$ cat config.mk
export PLATFORM = sky130hd
export DESIGN_NAME = fb_read_arbiter
export DESIGN_NICKNAME = d
export VERILOG_FILES = /design/src/rtl/fb_read_arbiter.sv
export SDC_FILE = /design/constraint.sdc
export NUM_CORES = 1
export LEC_CHECK = 0
export BUFFER_PORTS_ARGS = -buffer_cell sky130_fd_sc_hd__buf_2
export CORE_ASPECT_RATIO = 0.9
export CORE_MARGIN = 1
export CORE_UTILIZATION = 39
export DETAILED_ROUTE_END_ITERATION = 10
export MAX_ROUTING_LAYER = met4
export PLACE_DENSITY = 0.67
export SLEW_MARGIN = 20
export SYNTH_ARGS = -nofsm -noshare
export SYNTH_HDL_FRONTEND = slang
export SYNTH_SLANG_ARGS = --single-unit
$ cat constraint.sdc
create_clock -name i_clk -period 2.5 [get_ports i_clk]
set_input_delay 0.5 -clock i_clk [delete_from_list [all_inputs] [get_ports i_clk]]
set_output_delay 0.5 -clock i_clk [all_outputs]
set_load 0.05 [all_outputs]
$ cat src/rtl/fb_read_arbiter.sv
// Frame-buffer read-port arbiter: VGA owns every active cycle, aux is served in blanking with a forced idle slot after AUX_BURST grants.
// Data returns 1+RD_LAT+1 clocks after grant on its requester's rvalid; aux holds req until aux_gnt. Optional FB_ARB_STATS_EN adds per-frame aux counters.
module fb_read_arbiter #(
  parameter int ADDR_W    = 17,
  parameter int DATA_W    = 12,
  parameter int RD_LAT    = 2,
  parameter int AUX_BURST = 64
) (
  input  logic              i_clk,
  input  logic              i_rst_n,
  input  logic              i_vga_en,
  input  logic [ADDR_W-1:0] i_vga_addr,
  output logic [DATA_W-1:0] o_vga_rdata,
  output logic              o_vga_rvalid,
  input  logic              i_aux_req,
  input  logic [ADDR_W-1:0] i_aux_addr,
  output logic              o_aux_gnt,
  output logic [DATA_W-1:0] o_aux_rdata,
  output logic              o_aux_rvalid,
  input  logic              i_frame_sync,
  output logic [ADDR_W-1:0] o_fb_rdaddress,
  input  logic [DATA_W-1:0] i_fb_q,
  output logic [1:0]        o_owner
`ifdef FB_ARB_STATS_EN
  ,
  output logic [16:0]       o_aux_grants_last,
  output logic [16:0]       o_aux_stall_last
`endif
);

  localparam logic [1:0] SLOT_IDLE = 2'd0;
  localparam logic [1:0] SLOT_VGA  = 2'd1;
  localparam logic [1:0] SLOT_AUX  = 2'd2;
  localparam int         BC_W      = $clog2(AUX_BURST + 1);
  localparam logic [BC_W-1:0] BURST_MAX = BC_W'(AUX_BURST);

  logic [1:0]        r_owner;
  logic [1:0]        w_owner_nxt;
  logic [BC_W-1:0]   r_burst_cnt;
  logic              w_burst_ok;
  logic              w_aux_gnt;
  logic [ADDR_W-1:0] r_fb_rdaddress;
  logic [1:0]        r_tag [RD_LAT+1];
  logic              r_vga_rvalid;
  logic              r_aux_rvalid;
  logic [DATA_W-1:0] r_vga_rdata;
  logic [DATA_W-1:0] r_aux_rdata;

  assign w_burst_ok = (r_burst_cnt < BURST_MAX);

  always_ff @(posedge i_clk or negedge i_rst_n) begin
    if (!i_rst_n) begin
      r_owner <= SLOT_IDLE;
    end else begin
      r_owner <= w_owner_nxt;
    end
  end

  // Slot choice depends only on this cycle's requests; owner just records it.
  always_comb begin
    w_owner_nxt = SLOT_IDLE;
    if (i_vga_en) begin
      w_owner_nxt = SLOT_VGA;
    end else if (i_aux_req && w_burst_ok) begin
      w_owner_nxt = SLOT_AUX;
    end
  end

  always_comb begin
    w_aux_gnt = 1'b0;
    if (w_owner_nxt == SLOT_AUX) begin
      w_aux_gnt = 1'b1;
    end
  end

  always_ff @(posedge i_clk or negedge i_rst_n) begin
    if (!i_rst_n) begin
      r_fb_rdaddress <= '0;
      r_burst_cnt    <= '0;
    end else begin
      if (w_owner_nxt == SLOT_VGA) begin
        r_fb_rdaddress <= i_vga_addr;
      end else if (w_owner_nxt == SLOT_AUX) begin
        r_fb_rdaddress <= i_aux_addr;
      end
      // Cannot pass BURST_MAX: a full counter blocks the grant and clears on the idle slot.
      if (w_aux_gnt) begin
        r_burst_cnt <= r_burst_cnt + 1'b1;
      end else begin
        r_burst_cnt <= '0;
      end
    end
  end

  always_ff @(posedge i_clk or negedge i_rst_n) begin
    if (!i_rst_n) begin
      for (int i = 0; i <= RD_LAT; i++) begin
        r_tag[i] <= SLOT_IDLE;
      end
      r_vga_rvalid <= 1'b0;
      r_aux_rvalid <= 1'b0;
      r_vga_rdata  <= '0;
      r_aux_rdata  <= '0;
    end else begin
      r_tag[0] <= w_owner_nxt;
      for (int i = 1; i <= RD_LAT; i++) begin
        r_tag[i] <= r_tag[i-1];
      end
      r_vga_rvalid <= (r_tag[RD_LAT] == SLOT_VGA);
      r_aux_rvalid <= (r_tag[RD_LAT] == SLOT_AUX);
      if (r_tag[RD_LAT] == SLOT_VGA) begin
        r_vga_rdata <= i_fb_q;
      end
      if (r_tag[RD_LAT] == SLOT_AUX) begin
        r_aux_rdata <= i_fb_q;
      end
    end
  end

  assign o_owner        = r_owner;
  assign o_aux_gnt      = w_aux_gnt;
  assign o_fb_rdaddress = r_fb_rdaddress;
  assign o_vga_rvalid   = r_vga_rvalid;
  assign o_vga_rdata    = r_vga_rdata;
  assign o_aux_rvalid   = r_aux_rvalid;
  assign o_aux_rdata    = r_aux_rdata;

`ifdef FB_ARB_STATS_EN
  logic        r_fs_d;
  logic        w_fs_fall;
  logic        w_stall;
  logic [16:0] r_grant_live;
  logic [16:0] r_stall_live;
  logic [16:0] r_grants_last;
  logic [16:0] r_stall_last;

  assign w_fs_fall = r_fs_d & ~i_frame_sync;
  assign w_stall   = i_aux_req & ~w_aux_gnt;

  // The edge cycle's own events belong to the new frame.
  always_ff @(posedge i_clk or negedge i_rst_n) begin
    if (!i_rst_n) begin
      r_fs_d        <= 1'b1;
      r_grant_live  <= '0;
      r_stall_live  <= '0;
      r_grants_last <= '0;
      r_stall_last  <= '0;
    end else begin
      r_fs_d <= i_frame_sync;
      if (w_fs_fall) begin
        r_grants_last <= r_grant_live;
        r_stall_last  <= r_stall_live;
        r_grant_live  <= {16'd0, w_aux_gnt};
        r_stall_live  <= {16'd0, w_stall};
      end else begin
        if (w_aux_gnt && (r_grant_live != '1)) begin
          r_grant_live <= r_grant_live + 1'b1;
        end
        if (w_stall && (r_stall_live != '1)) begin
          r_stall_live <= r_stall_live + 1'b1;
        end
      end
    end
  end

  assign o_aux_grants_last = r_grants_last;
  assign o_aux_stall_last  = r_stall_last;
`else
  logic w_unused_frame_sync;
  assign w_unused_frame_sync = i_frame_sync;
`endif

endmodule

# Word level (Yosys, flattened, before mapping)
# Index checks and enable logic that the tools add are counted.
dict set report word_totals {
  regBits 56
  word_cells 23
}
dict set report op_classes {
  reduce_logical 2
  eq_ne 4
  magnitude_cmp 1
  n_mux 6
  n_addsub 1
}
# operator count
set op_table {}
lappend op_table {{two-way mux 17 bit} 2}
lappend op_table {{adder 7 x 1 -> 7 bit (second input constant)} 1}
lappend op_table {{less-than comparator 7 bit (second input constant)} 1}
lappend op_table {{two-way mux 7 bit} 1}
lappend op_table {{== test 2 x 1 -> 1 bit (second input constant)} 2}
lappend op_table {{== test 2 bit (second input constant)} 2}
lappend op_table {{two-way mux 2 bit} 2}
lappend op_table {{nonzero test 2 bit} 1}
lappend op_table {{logical AND 1 bit} 1}
lappend op_table {{two-way mux 1 bit} 1}

# Logic depth before layout (Yosys ltp)
# Gate-level depths: netlist (run 1).
dict set report depth {
  ltp_word 7
  mapped_depth 5
  mapped_depth_nobuf 4
}

# Least setup slack after synthesis (run 1)
# Ideal clock, no wire load.
dict set report synth_path {
  kind {input to output}
  start {input i_vga_en}
  end {output o_aux_gnt}
  setup_slack_ps 708
  n_path_buf 2
  stages 4
  t_arrival_ps 1292
  path_cell_list {buf_6 > buf_12 > nand3b_4 > inv_1}
}
dict set report synth_via {
  elab_chain_cells 3
}
# element line
set synth_rtl {}
lappend synth_rtl {{from (decl)} 11} ;# input logic i_vga_en,
lappend synth_rtl {{two-way mux 2 bit} 62} ;# if (i_vga_en) begin
lappend synth_rtl {{== test 2 bit} 71} ;# if (w_owner_nxt == SLOT_AUX) begin
lappend synth_rtl {{two-way mux 1 bit} 71}
lappend synth_rtl {{to (decl)} 17} ;# output logic o_aux_gnt,
# Every way passes these cells.

# Final worst setup path (run 1)
dict set report layout_path {
  start {register r_burst_cnt[6]}
  end {output o_aux_gnt}
}
dict set report layout_via {
  elab_chain_cells 6
}
# element line
set layout_rtl {}
lappend layout_rtl {{from (decl)} 39} ;# logic [BC_W-1:0] r_burst_cnt;
lappend layout_rtl {{from (signal assigned)} 88} ;# r_burst_cnt <= r_burst_cnt + 1'b1;
lappend layout_rtl {{less-than comparator 7 bit} 49} ;# assign w_burst_ok = (r_burst_cnt < BURST_MAX);
lappend layout_rtl {{logical AND 1 bit} 64} ;# end else if (i_aux_req && w_burst_ok) begin
lappend layout_rtl {{two-way mux 2 bit} 64}
lappend layout_rtl {{two-way mux 2 bit} 62}
lappend layout_rtl {{== test 2 bit} 71}
lappend layout_rtl {{two-way mux 1 bit} 71}
# Every way passes these cells.

==> results.sh, run 1 <==
export IMPL_outcome="complete, no violations"
export IMPL_synth_ff_latch_count=56
export IMPL_ys_top_cells_by_area="dfrtp_1 60%, mux2_2 24%, mux2_4 5.8%, buf_4 0.97%, buf_6 0.97%"
export IMPL_yosysWarnings=0
export IMPL_relSlewSlack=0.5951
export IMPL_reg2reg_from="r_burst_cnt[6]"
export IMPL_yosysTopAreaCell="dfrtp_1"
export IMPL_grt_max_degree=21
export IMPL_reg2regPathDepth=3
export IMPL_worst_slack_ps=675.4
export IMPL_synth_nets=198
export IMPL_syn_to_final_growth_pct=26.35
export IMPL_clock_latency_ps=300
export IMPL_clkTransAtPathRegs_ps=100
export IMPL_diodes=0
export IMPL_cts_tree="done"
export IMPL_grt_overflow=0
export IMPL_htreeDepth=2
export IMPL_grt_pass1_wl_mm=6.534
export IMPL_dp_cells=308
export IMPL_cts_hold_buf=0
export IMPL_drive_above_1_share=0.6748
export IMPL_fin_crit_ps=1825
export IMPL_finClkSkew_ps=6.455
export IMPL_coreArea_um2=5725
export IMPL_r2r_end="o_fb_rdaddress[8]"
export IMPL_synth_avg_cell_area_um2=15.91
export IMPL_synth_top_area_share=0.6034
export IMPL_power_density_nw_per_um2=754.4
export IMPL_finalSetupViolations=0
export IMPL_first_global_vias=1359
export IMPL_root_buffer="clkbuf_8"
export IMPL_hold_viol=0
export IMPL_drtIter0Drc=46
export IMPL_crit_fanout=7
export IMPL_cts_buffer_depth=2
export IMPL_ys_types=23
export IMPL_end_kind="output port"
export IMPL_post_route_util=0.5125
export IMPL_drv_cap=0
export IMPL_drt_wl_total_mm=4.135
export IMPL_fmax_mhz=548.1
export IMPL_syn_cell_area_um2=2322
export IMPL_die_h_um=75.21
export IMPL_dieArea_um2=6268
export IMPL_antenna_left=0
export IMPL_setup_tns_ps=0
export IMPL_clock_sinks=56
export IMPL_p_leak_nw=1.440
export IMPL_synth_ff_type="dfrtp_1"
export IMPL_synth_cells=146
export IMPL_ctsResizeCount=0
export IMPL_synth_most_common_cell="dfrtp_1"
export IMPL_wl_per_cell_um=13.09
export IMPL_dr_pass1_iters=4
export IMPL_synth_edf_count=0
export IMPL_hold_path_class="primary input to async pin"
export IMPL_final_cells=316
export IMPL_dieWidth_um=83.34
export IMPL_cp_arrival_ps=1320
export IMPL_required_ps=2000
export IMPL_setup_worst_path_class="register to output port"
export IMPL_layout_nets=297
export IMPL_rsz0062_at_grt="false"
export IMPL_yosysSeqAreaShare=0.6034
export IMPL_tightestPinTransition_ps=607.3
export IMPL_r2r_setup_slack_ps=1060
export IMPL_cts_buffers=5
export IMPL_peakVddDrop_v=0.0004408
export IMPL_start_kind="register"
export IMPL_fin_crit_sh=0.7298
export IMPL_dp_slack_ps=705.0
export IMPL_vias_per_cell=4.589
export IMPL_vias=1450
export IMPL_async_reset_ff_frac=1.000
export IMPL_cts_setup_buffers=0
export IMPL_ios=97
export IMPL_fp_row_count=26
export IMPL_drcViolationCount=0
export IMPL_place_hpwl_mm=3.070
export IMPL_grt_use_total=0.1403
export IMPL_antenna_found_initial=0
export IMPL_initial_core_util=0.4056
export IMPL_port_buffers=95
export IMPL_synth_top_cells_by_count="56 x dfrtp_1, 49 x mux2_2, 9 x mux2_4"
export IMPL_place_congestion=0.6952
export IMPL_slew_viol_final=0
worst max-delay path by stage:
stage / from / to / cells after the start
floorplan: i_vga_en / o_aux_gnt / 4
global placement: i_vga_en / o_aux_gnt / 4
detailed placement: i_vga_en / o_aux_gnt / 4
CTS: r_burst_cnt[6] / o_aux_gnt / 4
global route: r_burst_cnt[6] / o_aux_gnt / 4
finish: r_burst_cnt[6] / o_aux_gnt / 4
sequential cells by signal (all words and copies together) (netlist names):
| register | flops |
|---|---|
| o_aux_rdata | 12 |
| o_aux_rvalid | 1 |
| o_fb_rdaddress | 17 |
| o_vga_rdata | 12 |
| o_vga_rvalid | 1 |
| r_burst_cnt | 7 |
| r_tag | 6 |
layout make-up:
cell class	count	area (µm²)
flip-flops and latches	56	1401
clock buffers	6	72.57
inverters	3	11.26
well taps	70	87.58
clock inverters	2	16.27
repair buffers	99	505.5
multi-input cells	80	839.6
fillers	525	2791
power by group:
group | total, mW | switching, mW | leakage (nW) | internal, mW
sequential | 1.05 | 0.0475 | 0.676 | 1.01
clock | 0.485 | 0.285 | 0.0414 | 0.200
combinational | 0.675 | 0.472 | 0.722 | 0.203
total | 2.21 | 0.805 | 1.44 | 1.41
placed cells by master, fill, tap and decap left out, drive strengths merged:
master,n
buf,99
mux2,58
dfrtp,56
clkbuf,6
nor2,4
inv,3
nand3,3
nand2,2
xor2,2
a21oi,2
nand3b,1
o21ai,1
or3,1
xnor2,1
and2,1
nor2b,1
nand2b,1
nor3,1
ha,1
clkinvlp,1
clkinv,1
cell families after synthesis:
group,count (synthesis),share of synthesized area
buf+inv,10,0.03502
simple gates,15,0.03772
compound gates,3,0.01131
mux,58,0.2958
xor+xnor,3,0.01132
flops,56,0.6034
fa+ha+maj,1,0.005387
critical path: stages, from the launching register on:
cell and delay [ps]:
dfrtp_1 370, inv_1 150, nand3b_4 140, inv_1 100
buf_2 260
per-stage QoR:
stage	area [µm²]	total power [mW]	hold WS (ps)
3_5_place_dp	2845	1.754	343.2
6_report	2934	2.214	116.4
3_3_place_gp	2845	1.744	336.2
4_1_cts	2934	2.249	124.0
5_1_grt	2934	2.327	142.7
2_1_floorplan	2322	1.570	204.4
routing by layer:
layer / wire length [µm] / up-vias / track usage / part of all wire
met5: 0 / - / - / 0
met1: 2064 / 665 / 0.1911 / 0.50
met3: 325 / 5 / 0.04386 / 0.079
li1: - / 701 / - / -
met4: 34 / 0 / 0.04598 / 0.0082
met2: 1711 / 79 / 0.1995 / 0.41
(Power assumes the default switching activity.)
==> run 2: changes to the inputs <==
--- a/config.mk
+++ b/config.mk
@@ -11,7 +11,7 @@
 export CORE_UTILIZATION = 39
 export DETAILED_ROUTE_END_ITERATION = 10
 export MAX_ROUTING_LAYER = met4
-export PLACE_DENSITY = 0.67
+export PLACE_DENSITY = 0.7
 export SLEW_MARGIN = 20
 export SYNTH_ARGS = -nofsm -noshare
 export SYNTH_HDL_FRONTEND = slang
==> constraint.sdc (replaced) <==
create_clock -name i_clk -period 1.6 [get_ports i_clk]
set_input_delay 0.32 -clock i_clk [delete_from_list [all_inputs] [get_ports i_clk]]
set_output_delay 0.32 -clock i_clk [all_outputs]
set_load 0.05 [all_outputs]
==> results.sh, run 2 (synthesis gave the netlist of run 1 again) <==
export IMPL_drtIter0Drc=25
export IMPL_clock_latency_ps=300
export IMPL_ctsResizeCount=1
export IMPL_r2r_setup_slack_ps=370
export IMPL_cts_buffer_depth=2
export IMPL_crit_fanout=7
export IMPL_coreArea_um2=5725
export IMPL_start_kind="register"
export IMPL_power_switching_mw=1.245
export IMPL_relSlewSlack=0.7941
export IMPL_dr_pass1_iters=3
export IMPL_pwr_share_clk=0.252
export IMPL_end_kind="output port"
export IMPL_violations="hold timing"
export IMPL_cts_setup_buffers=0
export IMPL_finClkSkew_ps=9.797
export IMPL_vias=1481
export IMPL_drv_cap=0
export IMPL_setup_tns_ps=0
export IMPL_drt_wl_total_mm=3.924
export IMPL_n_fill_cell=500
export IMPL_setup_worst_path_class="register to output port"
export IMPL_p_leak_nw=1.475
export IMPL_p_sw_frac=0.3442
export IMPL_largest_reg_flops=17
export IMPL_p_comb_frac=0.294
export IMPL_port_buffers=95
export IMPL_dieWidth_um=83.34
export IMPL_rsz0062_at_grt="false"
export IMPL_post_route_util=0.5245
export IMPL_hold_viol=8
export IMPL_r2r_end="o_fb_rdaddress[1]"
export IMPL_initial_core_util=0.4056
export IMPL_crit_path_cell_trace="inv_2, nand3b_4, inv_1, buf_6"
export IMPL_cts_hold_buf=0
export IMPL_fp_row_count=26
export IMPL_total_power_mw=3.619
export IMPL_worst_slack_ps=98.30
export IMPL_layout_commonest_cell="buf_2"
export IMPL_drive_above_1_share=0.6815
export IMPL_clkTransAtPathRegs_ps=100
export IMPL_slew_viol_final=0
export IMPL_seqPwrFrac=0.453
export IMPL_reg2regPathDepth=4
export IMPL_grt_overflow=0
export IMPL_crit_buf_inv=3
export IMPL_antenna_left=0
export IMPL_ios=97
export IMPL_drcViolationCount=0
export IMPL_regArea_um2=1401
export IMPL_wl_per_cell_um=12.34
export IMPL_place_congestion=0.6779
export IMPL_power_density_nw_per_um2=1205
export IMPL_grt_pass1_wl_mm=6.527
export IMPL_fin_crit_sh=0.9386
export IMPL_reg2reg_from="r_burst_cnt[6]"
export IMPL_grt_use_total=0.1345
export IMPL_required_ps=1280
export IMPL_multi_input_area_um2=839.6
export IMPL_dieArea_um2=6268
export IMPL_timing_hold_ws_ps=-9.263
export IMPL_cp_top_family="flip-flops"
export IMPL_vias_per_cell=4.657
export IMPL_tightestPinTransition_ps=308.8
export IMPL_dp_slack_ps=119.2
export IMPL_cts_tree="done"
export IMPL_grt_max_degree=57
export IMPL_hold_path_class="primary input to async pin"
export IMPL_final_cell_mix="94 x buf_2, 56 x dfrtp_1, 49 x mux2_2"
export IMPL_cpMaxStageDelayCell="dfrtp_1"
export IMPL_finalSetupViolations=0
export IMPL_cpPeakStageDelay_ps=380
export IMPL_htreeDepth=2
export IMPL_first_global_vias=1458
export IMPL_diodes=0
export IMPL_outcome="finished with violations"
export IMPL_fin_crit_ps=1502
export IMPL_cts_buffers=5
export IMPL_antenna_found_initial=0
export IMPL_root_buffer="clkbuf_8"
export IMPL_place_hpwl_mm=2.800
export IMPL_cp_arrival_ps=1180
export IMPL_layout_nets=299
export IMPL_fmax_mhz=665.9
export IMPL_syn_to_final_growth_pct=29.31
export IMPL_clock_sinks=56
export IMPL_die_h_um=75.21
export IMPL_peakVddDrop_v=0.0008040
export IMPL_internal_power_mw=2.373
-- run 2: cell types whose count changed in the layout (fill, tap and decap cells not counted), sizes merged --
cell / previous run / this run
inv: 3 / 4
buf: 99 / 101
bufinv: 0 / 1
clkinv: 1 / 0
clkinvlp: 1 / 0
-- run 2: per-stage QoR --
| step | cells | area [µm²] |
|---|---|---|
| CTS | 318 | 2999 |
| floorplan | 146 | 2322 |
| detailed placement | 310 | 2885 |
| global placement | 310 | 2885 |
| global route | 318 | 3003 |
| finish | 318 | 3003 |
-- run 2: area by class of cell --
cell class | instances | area share
flip-flops and latches | 56 | 0.4667
multi-input cells | 80 | 0.2796
repair buffers | 101 | 0.1837
well taps | 70 | 0.02917
clock buffers | 6 | 0.02417
clock inverters | 2 | 0.01292
inverters | 3 | 0.003750
-- run 2: worst max path at each step --
stage                        start                 end  slack, ps  cells past startpoint
floorplan                 i_vga_en           o_aux_gnt        170                      4
global placement          i_vga_en   o_fb_rdaddress[5]        140                      4
detailed placement        i_vga_en  o_fb_rdaddress[11]        120                      4
CTS                 r_burst_cnt[6]           o_aux_gnt          2                      4
global route        r_burst_cnt[6]           o_aux_gnt          4                      4
finish              r_burst_cnt[6]           o_aux_gnt        100                      4
-- run 2: per-layer routing --
layer,up-vias,global-route usage,part of all wire
met1,690,0.1785,0.48
met4,0,0.04023,0.0074
li1,706,-,-
met3,4,0.03289,0.080
met5,-,-,0
met2,81,0.2067,0.43
-- run 2: power by group through the flow --
stage | Clock (mW) | Combinational, mW | Sequential (mW)
floorplan | 0 | 0.253 | 2.20
global placement | 0 | 1.06 | 1.67
detailed placement | 0 | 1.08 | 1.67
CTS | 0.954 | 1.08 | 1.64
global route | 1.01 | 1.12 | 1.66
finish | 0.913 | 1.07 | 1.64
==> run 3: changes to the inputs <==
==> constraint.sdc (replaced) <==
create_clock -name i_clk -period 1.6 [get_ports i_clk]
set_input_delay 0.16 -clock i_clk [delete_from_list [all_inputs] [get_ports i_clk]]
set_output_delay 0.16 -clock i_clk [all_outputs]
set_load 0.05 [all_outputs]
==> results.sh, run 3 (synthesis gave the netlist of run 1 again) <==
export IMPL_outcome="complete, no violations"
export IMPL_initial_core_util=0.4056
export IMPL_setup_worst_path_class="register to output port"
export IMPL_die_h_um=75.21
export IMPL_grt_use_total=0.1411
export IMPL_dr_pass1_iters=4
export IMPL_peakVddDrop_v=0.0006409
export IMPL_grt_overflow=0
export IMPL_n_fill_cell=491
export IMPL_ios=97
export IMPL_cpMaxStageDelayCell="dfrtp_1"
export IMPL_tightestPinTransition_ps=551.1
export IMPL_final_cell_mix="95 x buf_2, 56 x dfrtp_1, 49 x mux2_2"
export IMPL_hold_viol=0
export IMPL_drv_cap=0
export IMPL_wl_met2_mm=1.769
export IMPL_seqPwrFrac=0.473
export IMPL_htreeDepth=2
export IMPL_syn_to_final_growth_pct=27.64
export IMPL_place_congestion=0.6796
export IMPL_drive_above_1_share=0.6734
export IMPL_pwr_share_clk=0.220
export IMPL_coreArea_um2=5725
export IMPL_antenna_found_initial=0
export IMPL_reg2regPathDepth=4
export IMPL_fin_area_um2=2964
export IMPL_hold_path_class="primary input to register"
export IMPL_hold_end="o_vga_rdata[11]"
export IMPL_highest_layer="met4"
export IMPL_antenna_left=0
export IMPL_diodes=0
export IMPL_finalSetupViolations=0
export IMPL_relSlewSlack=0.6326
export IMPL_place_hpwl_mm=2.912
export IMPL_p_comb_frac=0.307
export IMPL_dieWidth_um=83.34
export IMPL_cts_tree="done"
export IMPL_clock_sinks=56
export IMPL_wl_met1_mm=1.988
export IMPL_cts_buffers=5
export IMPL_routed_wl_met3_um=332
export IMPL_postPlaceCellArea_um2=2865
export IMPL_layout_commonest_cell="buf_2"
export IMPL_r2r_end="o_fb_rdaddress[3]"
export IMPL_multi_input_area_um2=839.6
export IMPL_grt_max_degree=57
export IMPL_reg2reg_from="r_burst_cnt[6]"
export IMPL_cts_buffer_depth=2
export IMPL_root_buffer="clkbuf_8"
export IMPL_internal_power_mw=2.208
export IMPL_crit_top_cell="inv_1"
export IMPL_crit_fanout=7
export IMPL_first_global_vias=1427
export IMPL_clkTransAtPathRegs_ps=100
export IMPL_holdPathStages=2
export IMPL_r2r_setup_slack_ps=370
export IMPL_cp_arrival_ps=1300
export IMPL_p_leak_nw=1.454
export IMPL_worstHoldStart="i_fb_q[11]"
export IMPL_fp_row_count=26
export IMPL_ctsResizeCount=0
export IMPL_largest_reg_flops=17
export IMPL_drcViolationCount=0
export IMPL_crit_path_cell_trace="inv_1, nand3b_4, inv_1, buf_2"
export IMPL_total_power_mw=3.469
export IMPL_fmax_mhz=684.7
export IMPL_finClkSkew_ps=7.806
export IMPL_drt_wl_total_mm=4.101
export IMPL_layout_nets=299
export IMPL_drtIter0Drc=28
export IMPL_vias_per_cell=4.638
export IMPL_clock_latency_ps=300
export IMPL_rsz0062_at_grt="false"
export IMPL_p_sw_frac=0.3634
export IMPL_setup_tns_ps=0
export IMPL_vias=1475
export IMPL_grt_pass1_wl_mm=6.768
export IMPL_start_kind="register"
export IMPL_fin_crit_sh=0.9128
export IMPL_port_buffers=95
export IMPL_regArea_um2=1401
export IMPL_cts_setup_buffers=0
export IMPL_cpPeakStageDelay_ps=370
export IMPL_end_kind="output port"
export IMPL_slew_viol_final=0
export IMPL_fin_crit_ps=1460
export IMPL_required_ps=1440
export IMPL_wl_per_cell_um=12.90
export IMPL_dieArea_um2=6268
export IMPL_power_density_nw_per_um2=1170
export IMPL_power_switching_mw=1.261
-- run 3: power by group through the flow --
stage / combinational, mW / clock [mW] / sequential [mW]
final: 1.06 / 0.763 / 1.64
after global routing: 1.12 / 0.846 / 1.66
after floorplan: 0.253 / 0 / 2.20
after CTS: 1.08 / 0.802 / 1.64
after detailed placement: 1.07 / 0 / 1.67
after global placement: 1.06 / 0 / 1.67
-- run 3: layout make-up --
class,count,area share
clock inverter,2,0.005488
sequential,56,0.4728
inverter,3,0.003799
clock buffer,6,0.02448
tap,70,0.02955
multi-input combinational,80,0.2832
timing repair buffer,101,0.1807
-- run 3: worst max-delay path by stage --
stage,startpoint,endpoint,slack (ps),cells past startpoint
after global placement,i_vga_en,o_fb_rdaddress[12],220,3
after global routing,r_burst_cnt[6],o_aux_gnt,30,4
after detailed placement,i_vga_en,o_fb_rdaddress[13],180,3
final,r_burst_cnt[6],o_aux_gnt,140,4
after CTS,r_burst_cnt[6],o_aux_gnt,100,4
after floorplan,r_burst_cnt[6],o_fb_rdaddress[10],340,4
-- run 3: critical path: cells and delay by family, from the launching register on --
| kind | cells | cell delay, ps |
|---|---|---|
| buffers and inverters | 3 | 500 |
| flip-flops | 1 | 370 |
| AND/OR/NAND/NOR | 1 | 130 |
-- run 3: timing repair --
action / in CTS / in global routing
hold buffers: 1 / 0
endpoints found under the setup margin: 0 / 0
hold endpoints to repair: 56 / 0
-- run 3: per-stage QoR --
step	instances	util	hold WS, ps	setup WS [ps]
2_1_floorplan	146	-	-135.6	337.9
3_3_place_gp	309	0.5004	185.0	219.7
3_5_place_dp	309	0.5004	184.4	175.5
5_1_grt	318	0.5177	86.51	30.51
6_report	318	0.5177	94.70	139.6
4_1_cts	318	0.5177	83.02	103.0
-- run 3: layer usage --
metal / track usage / vias to the layer above
li1: - / 708
met1: 0.1901 / 684
met2: 0.2131 / 81
met3: 0.03947 / 2
met4: 0.03448 / 0
met5: - / -
